## config.mk

```make
export PLATFORM = sky130hd
export DESIGN_NAME = if_stage
export DESIGN_NICKNAME = d
export VERILOG_FILES = /design/src/rtl/if_stage.sv
export SDC_FILE = /design/constraint.sdc
export NUM_CORES = 1
export LEC_CHECK = 0
export ABC_AREA = 1
export BUFFER_PORTS_ARGS = -buffer_cell sky130_fd_sc_hd__buf_2
export CORE_MARGIN = 4
export CORE_UTILIZATION = 50
export DETAILED_ROUTE_END_ITERATION = 8
export HOLD_SLACK_MARGIN = 0.06
export PLACE_DENSITY = 0.75
export SETUP_SLACK_MARGIN = 0.15
export SLEW_MARGIN = 40
export SYNTH_ARGS = -nofsm -noshare
export SYNTH_HDL_FRONTEND = slang
export SYNTH_SLANG_ARGS = --single-unit
```

## constraint.sdc

```tcl
create_clock -name clk -period 6.6 [get_ports clk]
set_input_delay 1.32 -clock clk [delete_from_list [all_inputs] [get_ports clk]]
set_output_delay 1.32 -clock clk [all_outputs]
set_load 0.01 [all_outputs]
```

## src/rtl/if_stage.sv

```systemverilog
// Instruction-fetch stage: owns the PC, fetches over a req/ready handshake and drives IF_ID.
// Optional define IF_KERNEL_PROTECT_EN masks jr_target[31] with PC[31].
module if_stage #(
  parameter logic [31:0] RESET_PC   = 32'h8000_0000,
  parameter logic [31:0] INT_VECTOR = 32'h8000_0004,
  parameter logic [31:0] EXC_VECTOR = 32'h8000_0008
) (
  input  logic        clk,
  input  logic        reset,
  input  logic        PC_IF_ID_Write,
  input  logic        interrupt,
  input  logic        exception,
  input  logic        JR,
  input  logic        J,
  input  logic        Z,
  input  logic [31:0] jr_target,
  input  logic [31:0] jump_target,
  input  logic [31:0] branch_target,
  output logic        imem_req,
  output logic [31:0] imem_addr,
  input  logic        imem_ready,
  input  logic [31:0] imem_rdata,
  output logic [31:0] IF_PC,
  output logic [63:0] IF_ID
);

  typedef enum logic [1:0] {
    S_FETCH,
    S_HOLD,
    S_DISCARD
  } state_t;

  // Bubble carries PC+4 bit 31 set so decode never treats it as interruptible.
  localparam logic [63:0] BUBBLE = {32'h8000_0000, 32'h0000_0000};

  state_t      r_state, w_state_nxt;
  logic [31:0] r_pc, w_pc_nxt;
  logic [63:0] r_if_id, w_if_id_nxt;
  logic [31:0] r_buf, w_buf_nxt;
  logic [31:0] r_stale_addr, w_stale_nxt;

  logic        w_redirect;
  logic [31:0] w_jr_target;
  logic [31:0] w_target;
  logic [31:0] w_pc_plus4;

  always_comb begin
`ifdef IF_KERNEL_PROTECT_EN
    w_jr_target = {jr_target[31] & r_pc[31], jr_target[30:0]};
`else
    w_jr_target = jr_target;
`endif
  end

  always_comb begin
    w_redirect = PC_IF_ID_Write & (interrupt | exception | JR | J | Z);
    w_pc_plus4 = r_pc + 32'd4;
    if (interrupt)      w_target = INT_VECTOR;
    else if (exception) w_target = EXC_VECTOR;
    else if (JR)        w_target = w_jr_target;
    else if (J)         w_target = jump_target;
    else                w_target = branch_target;
  end

  always_comb begin
    w_state_nxt = r_state;
    w_pc_nxt    = r_pc;
    w_if_id_nxt = r_if_id;
    w_buf_nxt   = r_buf;
    w_stale_nxt = r_stale_addr;
    imem_req    = 1'b1;
    imem_addr   = r_pc;
    unique case (r_state)
      S_FETCH: begin
        if (imem_ready) begin
          if (w_redirect) begin
            w_pc_nxt    = w_target;
            w_if_id_nxt = BUBBLE;
          end else if (PC_IF_ID_Write) begin
            w_if_id_nxt = {w_pc_plus4, imem_rdata};
            w_pc_nxt    = w_pc_plus4;
          end else begin
            w_buf_nxt   = imem_rdata;
            w_state_nxt = S_HOLD;
          end
        end else begin
          if (w_redirect) begin
            // Outstanding request cannot be cancelled; remember its address to finish it.
            w_stale_nxt = r_pc;
            w_pc_nxt    = w_target;
            w_if_id_nxt = BUBBLE;
            w_state_nxt = S_DISCARD;
          end else if (PC_IF_ID_Write) begin
            w_if_id_nxt = BUBBLE;
          end
        end
      end
      S_HOLD: begin
        imem_req = 1'b0;
        if (PC_IF_ID_Write) begin
          if (w_redirect) begin
            w_pc_nxt    = w_target;
            w_if_id_nxt = BUBBLE;
          end else begin
            w_if_id_nxt = {w_pc_plus4, r_buf};
            w_pc_nxt    = w_pc_plus4;
          end
          w_state_nxt = S_FETCH;
        end
      end
      S_DISCARD: begin
        imem_addr = r_stale_addr;
        if (PC_IF_ID_Write) begin
          w_if_id_nxt = BUBBLE;
          if (w_redirect) w_pc_nxt = w_target;
        end
        if (imem_ready) w_state_nxt = S_FETCH;
      end
      default: w_state_nxt = S_FETCH;
    endcase
  end

  always_ff @(posedge clk or posedge reset) begin
    if (reset) begin
      r_state      <= S_FETCH;
      r_pc         <= RESET_PC;
      r_if_id      <= BUBBLE;
      r_buf        <= '0;
      r_stale_addr <= '0;
    end else begin
      r_state      <= w_state_nxt;
      r_pc         <= w_pc_nxt;
      r_if_id      <= w_if_id_nxt;
      r_buf        <= w_buf_nxt;
      r_stale_addr <= w_stale_nxt;
    end
  end

  assign IF_PC = r_pc;
  assign IF_ID = r_if_id;

endmodule

```

Word-level counts from Yosys, hierarchy flattened --
Cells that the tools add are included.
Cells by class: add/sub/neg operators 1, multiply operators 0, div/mod/pow operators 0, $lt $le $gt $ge 0, eq/ne operators 9, shift-type cells 0, multiplexer cells 29, bitwise gates (word level) 8, reduce and logical (&&, ||, !) cells 7
Operators with widths (number):
- 64-bit two-way mux | 7
- 32-bit two-way mux | 12
- 64-bit case mux with 3 select lines | 1
- 32-bit case mux with 3 select lines | 1
- 32-bit by 3-bit adder with 32-bit output (second input constant) | 1
- 2-bit two-way mux | 6
- 3-bit != test (second input constant) | 3
- 4-bit AND reduction | 2
- 2-bit != test (second input constant) | 3
- 2-bit case mux with 3 select lines | 1
- 3-bit AND reduction | 2
- 5-bit AND reduction | 1
- 4-bit != test (second input constant) | 1
- 1-bit OR | 4
- 1-bit NOT | 3
- 3-bit nonzero test | 1
- 2-bit by 1-bit equality test with 1-bit output (second input constant) | 1
- 2-bit equality test (second input constant) | 1
- 2-bit logical NOT | 1
- 1-bit bitwise AND | 1
- 1-bit two-way mux | 1
Word-level totals: bits in registers 162, bits in latches 0, bits in writable memories 0, ROM bits 0, input bits 137, output and inout bits 129, logic and storage cells 59, memories 0

Logic depth before layout (Yosys ltp) --
Gate-level depths: netlist of run 1.
depth after elaboration 8, mapped depth 13, gate-level depth less buffers 12

Worst setup path after synthesis of run 1 --
OpenSTA, ideal clock, no wires.
path kind flip-flop to output port, start reg r_state[0], end out imem_addr[27], arrival time 1.433 ns, data required time 5.280 ns, path slack 3.847 ns, cell stages (with the launch flop) 7, path buffers 2, cells stage by stage dfrtp_1 inv_1 ha_1 clkbuf_1 clkbuf_1 nand2_1 o21ai_0
On the way: cells in the longest elaborated chain, start to end 2
Ends and longest elaborated chain:
- start: declaration | RTL line 36 | state_t r_state, w_state_nxt;
- start signal: assignment | RTL line 131 | r_state <= w_state_nxt;
- 2-bit equality test | RTL line 73 | unique case (r_state)
- 32-bit two-way mux | RTL line 73
- end: declaration | RTL line 20 | output logic [31:0] imem_addr,
No other way between the ends.

Final worst setup path of run 1 --
start reg r_state[0], end out imem_addr[5]
Same word-level chain as after synthesis.

==> summary.md, run 1 <==
| Metric | Value |
|---|---|
| Chip height | `140.4 um` |
| Final setup fails | `0` |
| Worst Clk Skew | `0.008996 ns` |
| Setup crit start kind | `flop` |
| Critical path required time | `5.28 ns` |
| Post-layout net count | `1523` |
| Slew Viols, Final | `0` |
| Final period util | `50.82%` |
| CTS tree | `done` |
| Cell family with most CP delay | `adder cells` |
| Sink Count | `162` |
| Max VDD drop | `0.0002414 V` |
| N_diodes | `0` |
| Syn_area_per_cell | `7.581 um^2` |
| Post-route ant nets | `0` |
| Share of layout cells above drive strength 1 | `24.10%` |
| Filler Cells Inserted | `1568` |
| Worst r2r src | `r_state[0]` |
| Seq cells post-synth | `162` |
| Count of warnings emitted by yosys | `0` |
| DR pass1 iterations | `5` |
| Dpl hpwl | `21800 um` |
| Total negative slack | `0 ns` |
| Number of synthesized flops with an enable pin | `0` |
| Flop2flop setup slack | `3.66 ns` |
| Final hold vios | `0` |
| Synth Flop Type | `dfrtp_1` |
| Leak Pwr | `5.435 nW` |
| Max stage delay on crit path | `0.56 ns` |
| Hold Path Class | `reg -> reg` |
| # port buffers | `265` |
| Initial core utilization | `50.89%` |
| Critical path depth in cells | `4` |
| Max frequency | `298.2 MHz` |
| RSZ-0062 raised after global routing | `no` |
| DRC Markers | `0` |
| Worst Setup EP | `imem_addr[5]` |
| Cells after Synth | `1157` |
| H-tree depth | `4` |
| Setup crit end kind | `primary output` |
| Number of library cell types mapped by synthesis | `41` |
| Worst slew margin | `47.04%` |
| Post-synthesis async set-or-reset flop share | `100.0%` |
| Post-synthesis cell area | `8771 um^2` |
| Initial antenna violation count | `1` |
| I/O pin count | `266` |
| FF-to-FF End | `IF_ID[18]` |
| Hold Buf Count CTS | `0` |
| Area Growth Syn to Fin | `21.88%` |
| Worst-path clk slew | `0.06 ns` |
| Initial DRC count | `756` |
| Worst endpoint data arrival time | `2.03 ns` |
| Global-route wire length before repair | `45590 um` |
| Cts repair resizes | `0` |
| Buf/Inv on CP | `2` |
| GRT overflow | `0` |
| Crit Path Category | `reg -> out` |
| Critical-path cell list | `inv_1, ha_4, o21ai_0, buf_2` |
| Placer Congestion | `0.9404` |
| Vias in the first global route | `8434` |
| Hold Crit Depth | `2` |
| CTS max path bufs | `2` |
| Slowest CP cell | `ha_4` |
| DRT Wirelength | `29520 um` |
| Max Cap Viol | `0` |
| Crit path time final | `3.354 ns` |
| Die width | `140.4 um` |
| Post-CTS setup buffers | `0` |
| Register area share after synthesis | `46.25%` |
| Placed insts | `1587` |
| Largest net degree at the start of global routing | `116` |
| Syn Nets | `1299` |
| R2R cell count | `10` |
| Root buffer selected by CTS | `clkbuf_16` |
| Worst-Margin Slew | `0.7936 ns` |
| Clock Latency Late Sink | `0.44 ns` |
| Global-route usage over all layers | `29.56%` |
| Site Rows | `48` |
| Core footprint | `17240 um^2` |
| Cell Count, Final, Fillers Out | `1619` |
| Routed vias | `9025` |
| Status | `finished, final reports clean` |
| Power Density | `420.5 nW/um^2` |
| Die footprint | `19720 um^2` |
| CP Launch Point | `r_state[0]` |
| CP max FO | `68` |
| Avg WL per Cell | `18.23 um` |
| Total CTS buffers | `17` |
| Drt via density | `5.574` |
## cell usage after synthesis, types with 2 or more instances
master / n / area share [%]
nand2_1: 295 / 13
o21ai_0: 179 / 10
dfrtp_1: 160 / 46
nor2_1: 97 / 4.2
inv_1: 96 / 4.1
nand3_1: 70 / 4.0
a21oi_1: 46 / 2.6
a22o_1: 34 / 3.4
clkbuf_1: 31 / 1.3
buf_2: 21 / 1.2
o21ai_1: 17 / 0.97
xor2_1: 16 / 1.6
o31ai_1: 10 / 0.86
inv_2: 9 / 0.39
nand4_1: 8 / 0.57
nand2_2: 7 / 0.50
a31oi_1: 6 / 0.43
nor2_2: 6 / 0.43
ha_1: 5 / 0.71
o211ai_1: 5 / 0.43
a22oi_1: 4 / 0.34
buf_1: 4 / 0.17
buf_4: 4 / 0.34
nor3_1: 4 / 0.23
buf_6: 3 / 0.39
o22ai_1: 3 / 0.21
dfstp_2: 2 / 0.60
nand3_2: 2 / 0.23
## power breakdown
| group | switching (mW) | internal [mW] |
|---|---|---|
| sequential | 0.304 | 1.38 |
| combinational | 1.28 | 0.615 |
| clock | 0.412 | 0.512 |
| total | 1.99 | 2.50 |
## worst min path at each step
stage,endpoint,from,slack [ns]
2_1_floorplan,r_buf[0],r_buf[0],0.45
4_1_cts,IF_ID[41],IF_ID[41],0.49
3_3_place_gp,IF_ID[41],IF_ID[41],0.46
5_1_grt,IF_ID[41],IF_ID[41],0.50
6_report,r_stale_addr[5],r_stale_addr[5],0.49
3_5_place_dp,IF_ID[41],IF_ID[41],0.47
## stage by stage
stage               hold WS, ns  cell area [um^2]  total power [mW]  setup slack, ns  util, %
floorplan                0.4527              8771             2.840           0.9067        -
global placement         0.4641             10110             3.497            2.606    58.65
detailed placement       0.4688             10140             3.550            2.903    58.81
CTS                      0.4851             10690             4.477            3.256    61.99
global route             0.4970             10690             4.776            2.977    62.02
finish                   0.4852             10690             4.495            3.246    62.02
## layout make-up
cell class	count	area [um^2]	share of cell area, %
clock inverter	11	78.83	0.7374
tap	225	281.5	2.633
clock buffer	21	470.5	4.401
sequential	162	4056	37.94
multi-input combinational	825	4034	37.73
inverter	107	420.4	3.933
timing repair buffer	268	1349	12.62
## per-layer routing
layer / wire [um] / GRT usage (%) / up-vias / share of wire, %
met3: 2953 / 8.638 / 57 / 10
met4: 817 / 9.485 / 2 / 2.8
met5: 13 / 0 / - / 0.044
li1: - / - / 4266 / -
met2: 12970 / 43.72 / 443 / 44
met1: 12760 / 42.04 / 4257 / 43
## flip-flops by register name, summed over array words and instances (netlist names)
signal	cells
IF_ID	64
IF_PC	32
r_buf	32
r_stale_addr	32
r_state	2
## layout by cell type, fill, tap and decap left out, types with 6 or more instances in the layout
master,count
a21oi_1,46
a22o_1,34
a31oi_1,6
buf_2,265
clkbuf_16,17
dfrtp_1,160
inv_1,94
inv_2,9
nand2_1,295
nand2_2,6
nand3_1,70
nand4_1,8
nor2_1,97
nor2_2,6
o21ai_0,179
o21ai_1,17
o31ai_1,10
xor2_1,16
## logic make-up (layout without fill, tap and decap cells)
family          after synthesis  after routing  synth area share [%]
compound gates              308            308                 19.87
xor+xnor                     16             16                 1.598
fa+ha+maj                     5              5                0.7133
buf+inv                     170            407                 8.046
flops                       162            162                 46.25
simple gates                496            496                 23.52
## worst reg2reg max path, cell delays in order (launching register included)
cell	delay [ns]
dfrtp_1	0.40
inv_1	0.11
ha_1	0.29
nand2_1	0.11
inv_1	0.07
nand2_4	0.45
nand3_2	0.38
inv_1	0.16
nand2_2	0.13
inv_2	0.52
a22o_1	0.25
Note: power is estimated with default switching activity, not from simulation.
==> run 2: changes to the inputs <==
Settings changed: ABC_AREA 1 to 0, CORE_UTILIZATION 50 to 47, PLACE_DENSITY 0.75 to 0.74.
Clock period 6.6 ns to 2.83 ns, I/O delays scaled along.
==> summary.md, run 2 <==
| Metric | Value |
|---|---|
| Synth Flop Type | `dfrtp_1` |
| Setup crit start kind | `flop` |
| Clock power frac | `23.0% (+2.4 points)` |
| Max Cap Viol | `0 (unchanged)` |
| Cell Count, Final, Fillers Out | `1293 (-20%)` |
| Vias in the first global route | `7288 (-14%)` |
| Die footprint | `20650 um^2 (+4.7%)` |
| Syn_area_per_cell | `10.66 um^2 (+41%)` |
| Crit path time final | `2.607 ns` |
| Max frequency | `383.5 MHz` |
| Number of library cell types mapped by synthesis | `69 (+68%)` |
| CTS tree | `done` |
| CP max FO | `30 (-56%)` |
| Worst endpoint data arrival time | `2.04 ns (about the same)` |
| Worst slew margin | `53.26% (+6.2 points)` |
| Number of synthesized flops with an enable pin | `0 (unchanged)` |
| GRT overflow | `0 (unchanged)` |
| Register area share after synthesis | `46.86% (+0.62 points)` |
| Total CTS buffers | `17 (unchanged)` |
| # port buffers | `265 (unchanged)` |
| Drt via density | `5.780 (+3.7%)` |
| Final hold vios | `0 (unchanged)` |
| CTS max path bufs | `2 (unchanged)` |
| Synth area leader | `dfrtp_1` |
| Initial antenna violation count | `2 (+1)` |
| Max reg flops | `64 (unchanged)` |
| DR pass1 iterations | `5 (unchanged)` |
| Utilization after layout | `60.07% (-2.0 points)` |
| Dpl hpwl | `18080 um (-17%)` |
| Leak Pwr | `5.381 nW (-1.0%)` |
| Dpl ws | `0.4283 ns (-2.475 ns)` |
| Cells after Synth | `812 (-30%)` |
| Syn Nets | `954 (-27%)` |
| DRC Markers | `0 (unchanged)` |
| Area Growth Syn to Fin | `25.08%` |
| Synth top area cells | `dfrtp_1 (46%), mux2_2 (11%), o2bb2ai_1 (3.8%)` |
| Power Density | `909.4 nW/um^2 (+120%)` |
| Post-synthesis async set-or-reset flop share | `100.0% (unchanged)` |
| Post-layout net count | `1195 (-22%)` |
| Most frequent cell after synthesis | `dfrtp_1` |
| Final hold slack | `0.2088 ns (-0.2764 ns)` |
| Setup crit end kind | `primary output` |
| Global-route usage over all layers | `24.27% (-5.3 points)` |
| Initial DRC count | `375 (-50%)` |
| Root buffer selected by CTS | `clkbuf_16` |
| Avg WL per Cell | `19.46 um (+6.7%)` |
| Share of layout cells above drive strength 1 | `40.96% (+17 points)` |
| Largest net degree at the start of global routing | `64 (-45%)` |
| Post-route ant nets | `0 (unchanged)` |
| Post-synthesis cell area | `8656 um^2 (-1.3%)` |
| Die width | `143.7 um (+2.3%)` |
| Status | `finished, final reports clean` |
| Design Power | `9.845 mW (+120%)` |
| Max VDD drop | `0.0005857 V (+140%)` |
| Commonest cells post-synth | `dfrtp_1 (160), mux2_2 (84), nand2_1 (60), o21ai_0 (57), o2bb2ai_1 (38)` |
| Seq cells post-synth | `162 (unchanged)` |
| Total negative slack | `0 ns (unchanged)` |
| Global-route wire length before repair | `39520 um (-13%)` |
| Worst-path clk slew | `0.06 ns (about the same)` |
| DP Area | `10250 um^2 (+1.2%)` |
| Synth top area share | `46.26% (+0.61 points)` |
| Commonest cells after routing, fill and taps aside | `buf_2 (265), dfrtp_1 (160), mux2_2 (84)` |
| Clock Latency Late Sink | `0.42 ns (-0.02 ns)` |
| Worst Clk Skew | `0.009570 ns (+0.0005745 ns)` |
| Crit Path Category | `reg -> out` |
| I/O pin count | `266 (unchanged)` |
| Final setup fails | `0 (unchanged)` |
| Final setup margin | `0.2227 ns (-3.023 ns)` |
| Chip height | `143.7 um (+2.3%)` |
| Initial core utilization | `48.02% (-2.9 points)` |
| Slew Viols, Final | `0 (unchanged)` |
| Hold Buf Count CTS | `0 (unchanged)` |
| Reg power frac | `37.2% (-0.2 points)` |
| Post-route cell area | `10830 um^2 (+1.3%)` |
| Sink Count | `162 (unchanged)` |
| Routed vias | `7473 (-17%)` |
| Sw frac | `38.17% (-6.1 points)` |
| Placed insts | `1263 (-20%)` |
| RSZ-0062 raised after global routing | `no` |
| Sw Pwr | `3.758 mW (+89%)` |
| Placer Congestion | `0.9344 (-0.64%)` |
| Count of warnings emitted by yosys | `0 (unchanged)` |
| Comb power frac | `39.8% (-2.2 points)` |
| DRT Wirelength | `25160 um (-15%)` |
| Final period util | `92.13%` |
| Most common cell after layout, fill and taps aside | `buf_2` |
| Worst-Margin Slew | `0.6965 ns (-0.09710 ns)` |
| Internal power | `6.087 mW (+140%)` |
| Core footprint | `18020 um^2 (+4.6%)` |
| Site Rows | `49 (+2.1%)` |
| Hold Path Class | `in -> async` |
| H-tree depth | `4 (unchanged)` |
| Critical path required time | `2.26 ns (-3.02 ns)` |
==> run 2: worst paths after layout <==
kind                                  start  slack [ns]          endpoint  depth (start not counted)
setup / recovery                 r_state[0]        0.22     imem_addr[18]                          5
hold / removal                        reset        0.21         IF_ID[23]                          3
setup reg to reg                 r_state[1]        0.36         IF_ID[57]                          8
hold reg to reg            r_stale_addr[24]        0.48  r_stale_addr[24]                          2
max in group asynchronous             reset        1.69         IF_ID[63]                          5
min in group clk             imem_rdata[22]        0.39         r_buf[22]                          2
==> run 2: kinds of logic (layout without fill, tap and decap cells) <==
| group | count (synthesis) | in the layout | share of synthesized area, % |
|---|---|---|---|
| AO/OA/AOI/OAI | 246 | 246 | 20.32 |
| XOR/XNOR | 28 | 28 | 2.833 |
| adder cells (fa/ha/maj) | 5 | 5 | 0.7228 |
| buffers and inverters | 87 | 337 | 4.539 |
| flip-flops | 162 | 162 | 46.86 |
| multiplexers | 115 | 115 | 14.51 |
| other | 0 | 2 | 0 |
| AND/OR/NAND/NOR | 169 | 169 | 10.21 |
==> run 2: per-layer routing <==
metal	GRT usage, %	routed length, um	share of wire [%]
met2	39.40	12120	48
met3	4.992	1732	6.9
met5	0	0	0
met1	32.42	10760	43
met4	8.722	545	2.2
==> run 2: timing repair <==
| action | 4_1_cts | 5_1_grt |
|---|---|---|
| hold endpoints to repair | 0 | 0 |
| resized for setup | 1 | 0 |
| setup endpoints to repair | 1 | 0 |
| setup buffers | 0 | 0 |
==> run 2: area by class of cell <==
type / count / area (um^2)
repair buffers: 293 / 1618
well taps: 229 / 286.5
flip-flops and latches: 162 / 4056
clock inverters: 8 / 106.4
clock buffers: 20 / 456.7
diodes: 2 / 5.005
fillers: 1536 / 7198
multi-input cells: 563 / 4234
inverters: 16 / 63.81
==> run 2: power groups by stage <==
stage / sequential, mW / combinational, mW / clock, mW
4_1_cts: 3.65 / 3.95 / 2.30
5_1_grt: 3.76 / 4.29 / 2.41
6_report: 3.66 / 3.92 / 2.26
3_5_place_dp: 3.68 / 3.93 / 0
3_3_place_gp: 3.64 / 3.84 / 0
2_1_floorplan: 3.63 / 2.53 / 0
==> run 2: worst max-delay path, cell delays in order (launching register included) <==
cell and delay [ns]:
dfrtp_1 0.41, inv_1 0.11, ha_2 0.27, buf_6 0.29, mux2_2 0.38, buf_2 0.15
==> run 3: changes to the inputs <==
Settings changed: RECOVER_POWER set to 100, SKIP_LAST_GASP set to 1.
==> summary.md, run 3 (synthesis results as in run 2) <==
| Metric | Value |
|---|---|
| Worst-Margin Slew | `1.433 ns (+0.7369 ns)` |
| Final period util | `92.81% (+0.68 points)` |
| Dpl hpwl | `18080 um (unchanged)` |
| Post-CTS setup buffers | `0 (unchanged)` |
| Area Growth Syn to Fin | `22.25%` |
| Cell Count, Final, Fillers Out | `1293 (unchanged)` |
| Total CTS buffers | `17 (unchanged)` |
| Share of layout cells above drive strength 1 | `27.68% (-13 points)` |
| Largest net degree at the start of global routing | `64 (unchanged)` |
| Routed vias | `7487 (+0.19%)` |
| Vias in the first global route | `7288 (unchanged)` |
| Setup crit end kind | `primary output` |
| I/O pin count | `266 (unchanged)` |
| Die footprint | `20650 um^2 (unchanged)` |
| DRT Wirelength | `25230 um (+0.26%)` |
| Crit path time final | `2.627 ns (+0.01930 ns)` |
| Global-route usage over all layers | `24.27% (unchanged)` |
| Cts repair resizes | `1 (unchanged)` |
| Avg WL per Cell | `19.51 um (+0.26%)` |
| Power Density | `915.3 nW/um^2 (+0.65%)` |
| Hold Buf Count CTS | `0 (unchanged)` |
| H-tree depth | `4 (unchanged)` |
| Initial core utilization | `48.02% (unchanged)` |
| Drt via density | `5.790 (+0.19%)` |
| Commonest cells after routing, fill and taps aside | `dfrtp_1 (160), buf_2 (138), clkbuf_1 (133)` |
| Root buffer selected by CTS | `clkbuf_16` |
| Max Cap Viol | `0 (unchanged)` |
| Multi-input gate area | `4199 um^2 (-0.83%)` |
| Sink Count | `162 (unchanged)` |
| Cell family with most CP delay | `buffers and inverters` |
| Critical path required time | `2.26 ns (about the same)` |
| Post-layout net count | `1195 (unchanged)` |
| Worst endpoint data arrival time | `2.06 ns (+0.02 ns)` |
| Core footprint | `18020 um^2 (unchanged)` |
| Max frequency | `380.7 MHz (-0.73%)` |
| Most common cell after layout, fill and taps aside | `dfrtp_1` |
| Setup crit start kind | `flop` |
| Hold Path Class | `in -> reg` |
| GRT overflow | `0 (unchanged)` |
| Clock Latency Late Sink | `0.42 ns (about the same)` |
| Final setup fails | `0 (unchanged)` |
| Site Rows | `49 (unchanged)` |
| Total negative slack | `0 ns (unchanged)` |
| Max stage delay on crit path | `0.41 ns (about the same)` |
| Crit Path Category | `reg -> out` |
| Slew Viols, Final | `0 (unchanged)` |
| Worst-path clk slew | `0.06 ns (about the same)` |
| Critical-path cell list | `inv_1, ha_1, buf_6, mux2_2, clkbuf_1` |
| Slowest CP cell | `dfrtp_1` |
| Leak Pwr | `4.814 nW (-11%)` |
| # port buffers | `265 (unchanged)` |
| DR pass1 iterations | `5 (unchanged)` |
| RSZ-0062 raised after global routing | `no` |
| Status | `finished, final reports clean` |
| Buf/Inv on CP | `3 (unchanged)` |
| Max VDD drop | `0.0005835 V (-0.36%)` |
| Reg area | `4056 um^2 (unchanged)` |
| Filler Cells Inserted | `1623 (+5.7%)` |
| Global-route wire length before repair | `39520 um (unchanged)` |
| Worst slew margin | `4.443% (-49 points)` |
| Worst Clk Skew | `0.009221 ns (-0.0003488 ns)` |
| Chip height | `143.7 um (unchanged)` |
| CTS max path bufs | `2 (unchanged)` |
| Post-route ant nets | `0 (unchanged)` |
| DRC Markers | `0 (unchanged)` |
| Final hold vios | `0 (unchanged)` |
| Placer Congestion | `0.9344 (unchanged)` |
| Die width | `143.7 um (unchanged)` |
| Max reg flops | `64 (unchanged)` |
| CTS tree | `done` |
| Initial DRC count | `401 (+6.9%)` |
| Initial antenna violation count | `2 (unchanged)` |
| Placed insts | `1263 (unchanged)` |
| CP max FO | `30 (unchanged)` |
## run 3: final timing paths
path	from	slack (ns)	cells after the start	to
max	r_state[0]	0.20	5	imem_addr[18]
min	imem_rdata[24]	0.39	2	r_buf[24]
max reg2reg	r_state[1]	0.22	8	IF_PC[8]
min reg2reg	r_stale_addr[24]	0.48	2	r_stale_addr[24]
max in group asynchronous	reset	0.91	5	IF_PC[31]
min in group asynchronous	reset	0.65	3	IF_ID[23]
## run 3: where the power goes
part | total, mW | internal (mW) | switching [mW]
clock | 2.26 | 1.33 | 0.930
combinational | 3.76 | 1.52 | 2.23
sequential | 3.67 | 3.07 | 0.599
total | 9.69 | 5.92 | 3.76
## run 3: stage by stage
stage | hold WS, ns | total power, mW | area, um^2 | util (%) | setup slack, ns
3_5_place_dp | 0.4681 | 7.610 | 10250 | 56.89 | 0.4283
4_1_cts | 0.2189 | 9.902 | 10820 | 60.04 | 0.2213
6_report | 0.3884 | 9.685 | 10580 | 58.70 | 0.2034
5_1_grt | 0.3829 | 10.28 | 10580 | 58.70 | 0.08166
3_3_place_gp | 0.4621 | 7.486 | 10190 | 56.55 | 0.2932
2_1_floorplan | 0.4497 | 6.160 | 8660 | - | 0.2088
## run 3: per-layer routing
layer / routed length, um / up-vias / share of wire, % / global-route usage [%]
met5: 0 / - / 0 / 0
met4: 594 / 0 / 2.4 / 8.722
met3: 1817 / 42 / 7.2 / 4.992
met2: 12050 / 299 / 48 / 39.40
met1: 10760 / 3656 / 43 / 32.42
li1: - / 3490 / - / -
## run 3: area by class of cell
| cell class | instances | area share (%) |
|---|---|---|
| clock buffers | 20 | 4.316 |
| clock inverters | 8 | 1.005 |
| well taps | 229 | 2.708 |
| multi-input cells | 563 | 39.68 |
| inverters | 16 | 0.6031 |
| flip-flops and latches | 162 | 38.34 |
| repair buffers | 293 | 13.30 |
| diodes | 2 | 0.04730 |
